### config.mk
export PLATFORM = sky130hd
export DESIGN_NAME = ram_burst_reader
export DESIGN_NICKNAME = d
export VERILOG_FILES = /design/src/rtl/ram_burst_reader.sv
export SDC_FILE = /design/constraint.sdc
export NUM_CORES = 1
export LEC_CHECK = 0
export ABC_AREA = 1
export CAP_MARGIN = 20
export CORE_MARGIN = 2
export CORE_UTILIZATION = 26
export CTS_CLUSTER_SIZE = 14
export DETAILED_ROUTE_END_ITERATION = 8
export PLACE_DENSITY = 0.56
export SYNTH_ARGS = -nofsm -noshare
export SYNTH_HDL_FRONTEND = slang
export SYNTH_SLANG_ARGS = --single-unit
export TNS_END_PERCENT = 50
### constraint.sdc
create_clock -name clk -period 5.1 [get_ports clk]
set_input_delay 1.02 -clock clk [delete_from_list [all_inputs] [get_ports clk]]
set_output_delay 1.02 -clock clk [all_outputs]
set_load 0.01 [all_outputs]
### src/rtl/ram_burst_reader.sv
// ram_burst_reader: issues back-to-back RAM reads for a burst and streams the words out
// over valid/ready, using a read-credit limit so the small output FIFO can never overflow.
module ram_burst_reader #(
  parameter int DATA_WIDTH = 32,
  parameter int SIZE = 1024,
  parameter int LATENCY = 1,
  parameter int MAX_LEN = 256,
  parameter int FIFO_DEPTH = LATENCY + 2,
  localparam int AW = $clog2(SIZE),
  localparam int LW = $clog2(MAX_LEN + 1)
) (
  input  logic                  clk,
  input  logic                  rst,
  input  logic                  req_valid,
  output logic                  req_ready,
  input  logic [AW-1:0]         req_addr,
  input  logic [LW-1:0]         req_len,
  output logic                  ram_en,
  output logic [AW-1:0]         ram_addr,
  input  logic [DATA_WIDTH-1:0] ram_rdata,
  output logic                  out_valid,
  input  logic                  out_ready,
  output logic [DATA_WIDTH-1:0] out_data,
  output logic                  out_last,
  output logic                  busy
);
  localparam int PW = $clog2(FIFO_DEPTH);
  localparam int CW = $clog2(FIFO_DEPTH + 1);
  typedef enum logic [1:0] {IDLE, ISSUE, DRAIN} state_t;
  state_t state, state_nx;
  logic [AW-1:0] cur;
  logic [LW-1:0] remaining, len_q, beat;
  logic [LATENCY-1:0] vld;
  logic [CW-1:0] inflight, count;
  logic [DATA_WIDTH-1:0] mem [FIFO_DEPTH];
  logic [PW-1:0] wr, rd;
  logic accept, push, pop, credit;

  function automatic logic [PW-1:0] inc(input logic [PW-1:0] p);
    return (p == PW'(FIFO_DEPTH - 1)) ? '0 : p + PW'(1);
  endfunction

  assign req_ready = state == IDLE;
  assign busy = state != IDLE;
  assign accept = req_valid && req_ready;
  // every read in flight already owns a FIFO slot
  assign credit = (CW+1)'(inflight) + (CW+1)'(count) < (CW+1)'(FIFO_DEPTH);
  assign ram_en = state == ISSUE && credit;
  assign ram_addr = cur;
  assign push = vld[LATENCY-1];
  assign out_valid = count != '0;
  assign pop = out_valid && out_ready;
  assign out_data = mem[rd];
  assign out_last = out_valid && beat == len_q;

  always_ff @(posedge clk or negedge rst)
    if (!rst) state <= IDLE;
    else state <= state_nx;

  always_comb begin
    state_nx = state;
    if (state == IDLE && accept && req_len != '0) state_nx = ISSUE;
    if (state == ISSUE && ram_en && remaining == LW'(1)) state_nx = DRAIN;
    if (state == DRAIN && pop && out_last) state_nx = IDLE;
  end

  always_ff @(posedge clk or negedge rst)
    if (!rst) begin
      cur <= '0;
      remaining <= '0;
      len_q <= '0;
      beat <= '0;
      vld <= '0;
      inflight <= '0;
      count <= '0;
      wr <= '0;
      rd <= '0;
      for (int i = 0; i < FIFO_DEPTH; i++) mem[i] <= '0;
    end else begin
      if (accept) begin
        cur <= req_addr;
        remaining <= req_len;
        len_q <= req_len;
        beat <= LW'(1);
      end
      if (ram_en) begin
        cur <= (cur == AW'(SIZE - 1)) ? '0 : cur + AW'(1);
        remaining <= remaining - LW'(1);
      end
      vld[0] <= ram_en;
      for (int i = 1; i < LATENCY; i++) vld[i] <= vld[i-1];
      inflight <= inflight + CW'(ram_en) - CW'(push);
      if (push) begin
        mem[wr] <= ram_rdata;
        wr <= inc(wr);
      end
      if (pop) begin
        rd <= inc(rd);
        beat <= beat + LW'(1);
      end
      count <= count + CW'(push) - CW'(pop);
    end
endmodule

==> reports/metrics.csv, run 1 <==
metric;value;unit
status;completed;
synth.area.top_cells;dfrtp_1 53%, nand2_1 14%, o21ai_0 8.4%;
synth.distinct_cells;36;
synth_top_area_cell;dfrtp_1;
fmax;264.5;MHz
cp_max_fo;18;
synth-seq-cells;144;
area_growth;28.71;%
via_per_inst;4.457;
min_path_type;flip-flop to flip-flop;
grt_antenna_before_repair;0;
p_sw_frac;0.4155;
synthArstFlopShare;1.000;
grt_usage;0.1331;
vdd_drop_max;0.0002726;V
drive_gt1_frac;0.07059;
die-area;0.02741;mm2
die_x;165.5;um
setup_viol;0;
cts_tree;done;
die_h;165.5;um
num_rows;59;
end_kind;primary output;
avgRoutedWirePerCell;13.67;um
rsz0062_at_grt;false;
io_pins;102;
timing.final.ws_setup;1320;ps
num_antenna_cells;0;
ys_seq_area_frac;0.5311;
root_buffer;clkbuf_16;
tns;0;ps
drc;0;
slew_violations;0;
internal_power;3.560;mW
cts_sinks;144;
firstDrtPassIters;5;
cp-start-kind;flip-flop;
p_comb_frac;0.456;
ys_warn_count;0;
grt_pass1_wl;28610;um
io_buffers;101;
syn_area;0.006785;mm2
gp_congestion;0.7901;
grt_max_degree;72;
tightestPinTransition;877.5;ps
coreArea;0.02584;mm2
post_cts_buffers;0;
synth_top_cell_area_share;0.5311;
regArea;0.003603;mm2
arrival;2760;ps
hpwl;11540;um
multi_input_area;0.002726;mm2
via_count;5660;
slew_headroom;0.4136;
finalClockSkew;9.274;ps
cts_hold_buffers;0;
cp_data_required_time;4080;ps
clockPowerShare;0.204;
highest_layer;met4;
grt.overflow.total;0;
htree_levels;4;
dp_slack;1742;ps
leakagePower;4.066;nW
avgSynthCellArea;8.155;um2
totalWireLength;17360;um
final_common_cell;nand2_1;
path_clk_slew;70;ps
mappedNetlistNets;897;
crit_type;flip-flop to primary output;
p_per_area;697.4;mW/mm2
whs;485.7;ps
grt_pass1_vias;5469;
ys.flop_type;dfrtp_1;
cts_buffers;17;
floorplan.initialDensity;0.2626;
ant_nets;0;
final_cell_mix;256 x nand2_1, 144 x dfrtp_1, 114 x o21ai_0;
nets;987;
seq_power_share;0.340;
insertion_delay;420;ps
fillCellCount;2750;
power.net_switching;2.531;mW
drt_iter0_drc;419;
min_period;3780;ps
finalCritPeriodShare;0.7412;
synth_edf_count;0;
dr_wl_met3;704;um
synthCells;832;
ctsResizeCount;0;
finalHoldViolations;0;
drt-met1-wl;8386;um
clockBufferDepth;2;
wl_met2;8124;um
max_cap_viol_count;0;
==> registers in the layout, summed over array words and instances, names as in the netlist <==
| register | flops |
|---|---|
| mem | 96 |
| ram_addr | 10 |
| beat | 9 |
| len_q | 9 |
| remaining | 9 |
| count | 2 |
| inflight | 2 |
| rd | 2 |
| state | 2 |
| wr | 2 |
| push | 1 |
==> power by group through the flow <==
stage          clock (mW)  sequential, mW  combinational (mW)
2_1_floorplan           0            2.01                1.79
3_3_place_gp            0            2.08                2.76
3_5_place_dp            0            2.08                2.83
4_1_cts              1.28            2.07                2.84
5_1_grt              1.33            2.15                3.17
6_report             1.24            2.07                2.78
==> cell type report <==
type                    count  share of cell area
clock buffers              17             0.04871
inverters                  81             0.03481
repair buffers            110              0.1259
multi-input cells         568              0.3122
clock inverters            15             0.01777
flip-flops and latches    144              0.4126
well taps                 335             0.04799
==> cell families (layout without fill, tap and decap cells) <==
kind of cell | count (synthesis) | count (layout) | share of synthesized area
simple gates | 400 | 400 | 0.2497
compound gates | 148 | 148 | 0.1160
flops | 144 | 144 | 0.5311
buf+inv | 120 | 223 | 0.07081
fa+ha+maj | 10 | 10 | 0.01955
xor+xnor | 10 | 10 | 0.01291
==> worst max-delay path: stages (launching register included) <==
cell	delay (ps)
dfrtp_1	400
ha_1	200
fa_1	430
nand2_1	150
nand3_2	100
nor2_4	420
clkdlybuf4s50_1	630
==> synth_stat cells, types with 3 or more instances <==
library cell	n
inv_2	7
nand2_1	256
buf_2	12
nand3_1	93
ha_1	9
nor3_1	4
o21bai_1	3
o21ai_0	114
dfrtp_1	144
clkbuf_1	20
a21oi_1	9
inv_1	74
nor2_1	33
o211ai_1	3
xnor2_1	7
xor2_1	3
buf_1	4
o21ai_1	11
==> metrics by stage <==
step | area (um2) | util | total power, mW | instances
after floorplan | 6785 | - | 3.796 | 832
after global placement | 8125 | 0.3145 | 4.837 | 1237
after detailed placement | 8153 | 0.3155 | 4.918 | 1238
after CTS | 8733 | 0.3380 | 6.186 | 1270
after global routing | 8733 | 0.3380 | 6.652 | 1270
final | 8733 | 0.3380 | 6.091 | 1270
==> layer usage <==
| metal | track usage | vias up |
|---|---|---|
| li1 | - | 2876 |
| met2 | 0.2169 | 102 |
| met1 | 0.1790 | 2670 |
| met4 | 0.03997 | 0 |
| met3 | 0.02622 | 12 |
| met5 | 0 | - |
==> final timing paths <==
kind | startpoint | endpoint | slack, ps | depth (start not counted)
min in group asynchronous | rst | mem[8] | 610 | 1
setup reg to reg | count[0] | remaining[7] | 2670 | 9
setup / recovery | count[0] | ram_en | 1320 | 6
hold reg to reg | mem[79] | mem[79] | 490 | 2
hold / removal | mem[79] | mem[79] | 490 | 2
max in group asynchronous | rst | ram_addr[0] | 3400 | 2
No activity file was read; power rests on OpenSTA's default activity.
==> run 2: changes to the inputs <==
--- a/config.mk
+++ b/config.mk
@@ -11,7 +11,7 @@
 export CORE_UTILIZATION = 26
 export CTS_CLUSTER_SIZE = 14
 export DETAILED_ROUTE_END_ITERATION = 8
-export PLACE_DENSITY = 0.56
+export PLACE_DENSITY = 0.58
 export SYNTH_ARGS = -nofsm -noshare
 export SYNTH_HDL_FRONTEND = slang
 export SYNTH_SLANG_ARGS = --single-unit
==> constraint.sdc (replaced) <==
create_clock -name clk -period 3.1 [get_ports clk]
set_input_delay 0.62 -clock clk [delete_from_list [all_inputs] [get_ports clk]]
set_output_delay 0.62 -clock clk [all_outputs]
set_load 0.01 [all_outputs]
==> run 2 against run 1 <==
Combinational power up 66%. Setup slack worse by 1200 ps. Clock skew hardly changed. Clock power up 56%. Routed wire length is 0.24% higher. Largest power group unchanged.
==> reports/metrics.csv, run 2 (synthesized netlist as in run 1, its figures left out) <==
metric;value;unit
status;completed;
via_per_inst;4.475;
die_x;165.5;um
setup_viol;0;
path_cells;ha_1 > fa_1 > nand2_1 > nand3_2 > nor2_4 > clkdlybuf4s50_1;
crit-reg2reg-launch;count[0];
cts_sinks;144;
min_path_type;input pin to async pin;
cp_data_required_time;2480;ps
grt_usage;0.1359;
leakagePower;4.066;nW
grt_antenna_before_repair;0;
num_rows;59;
finalClockSkew;9.262;ps
grt_max_degree;65;
area_growth;29.04;%
critPathBufInv;1;
root_buffer;clkbuf_16;
grt.overflow.total;0;
arrival;2320;ps
clockBufferDepth;2;
cts_tree;done;
finalCritPeriodShare;0.9476;
grt_pass1_vias;5704;
cts_hold_buffers;0;
floorplan.initialDensity;0.2626;
post_cts_buffers;0;
io_buffers;101;
cp-start-kind;flip-flop;
via_count;5701;
vdd_drop_max;0.0005927;V
cts_buffers;17;
insertion_delay;420;ps
min_period;2938;ps
largest-register;mem;
final_common_cell;nand2_1;
drive_gt1_frac;0.07455;
gp_congestion;0.7942;
cp-startpoint;count[0];
p_per_area;1140;mW/mm2
nets;991;
totalWireLength;17400;um
avgRoutedWirePerCell;13.66;um
slew_headroom;0.5776;
hpwl;11680;um
ctsResizeCount;0;
num_antenna_cells;0;
rsz0062_at_grt;false;
firstDrtPassIters;5;
htree_levels;4;
tightestPinTransition;633.6;ps
drc;0;
die-area;0.02741;mm2
slowest_delay;550;ps
die_h;165.5;um
max_cap_viol_count;0;
crit_type;flip-flop to primary output;
finalHoldViolations;0;
critPathTopFamily;adder cells;
io_pins;102;
largest_register_ffs;96;
slew_violations;0;
whs;170.7;ps
path_clk_slew;70;ps
grt_pass1_wl;28840;um
slowest_stage;clkdlybuf4s50_1;
cp_max_fo;3;
end_kind;primary output;
drt_iter0_drc;364;
fmax;340.4;MHz
tns;0;ps
coreArea;0.02584;mm2
ant_nets;0;
final_cell_mix;256 x nand2_1, 143 x dfrtp_1, 114 x o21ai_0;
## run 2: routing by layer
layer | wire length, um | part of all wire | track usage | vias to the layer above
met2 | 8421 | 0.48 | 0.2324 | 130
met3 | 741 | 0.043 | 0.03497 | 9
met1 | 8139 | 0.47 | 0.1736 | 2683
li1 | - | - | - | 2879
met5 | 0 | 0 | 0 | -
met4 | 99 | 0.0057 | 0.02821 | 0
## run 2: report_power, final
part           internal, mW  switching, mW
Clock                  1.05          0.875
Combinational          2.04           2.57
Sequential             2.81          0.629
Total                  5.90           4.08
## run 2: path summary, 6_finish.rpt
| path | end | slack, ps | depth (start not counted) |
|---|---|---|---|
| worst min-delay path | mem[39] | 170 | 1 |
| max in group asynchronous | mem[6] | 2060 | 2 |
| worst max-delay path | ram_en | 160 | 6 |
| worst max register to register | ram_addr[7] | 1020 | 10 |
| worst min register to register | mem[61] | 480 | 2 |
| min in group clk | mem[61] | 480 | 2 |
## run 2: stage by stage
stage	instances	cell area [um2]	power [mW]	setup WS, ps	utilization
after global routing	1274	8756	10.92	45.95	0.3389
after CTS	1274	8756	10.17	116.5	0.3389
after detailed placement	1242	8207	8.174	591.3	0.3176
after floorplan	832	6785	6.245	993.7	-
after global placement	1242	8207	8.080	575.8	0.3176
final	1274	8756	9.981	162.4	0.3389
## run 2: layout make-up
cell class | instances | area, um2
clock inverters | 14 | 120.1
inverters | 81 | 304.0
multi-input cells | 568 | 2731
flip-flops and latches | 144 | 3605
fillers | 2732 | 17080
well taps | 335 | 419.2
repair buffers | 114 | 1147
clock buffers | 18 | 429.2
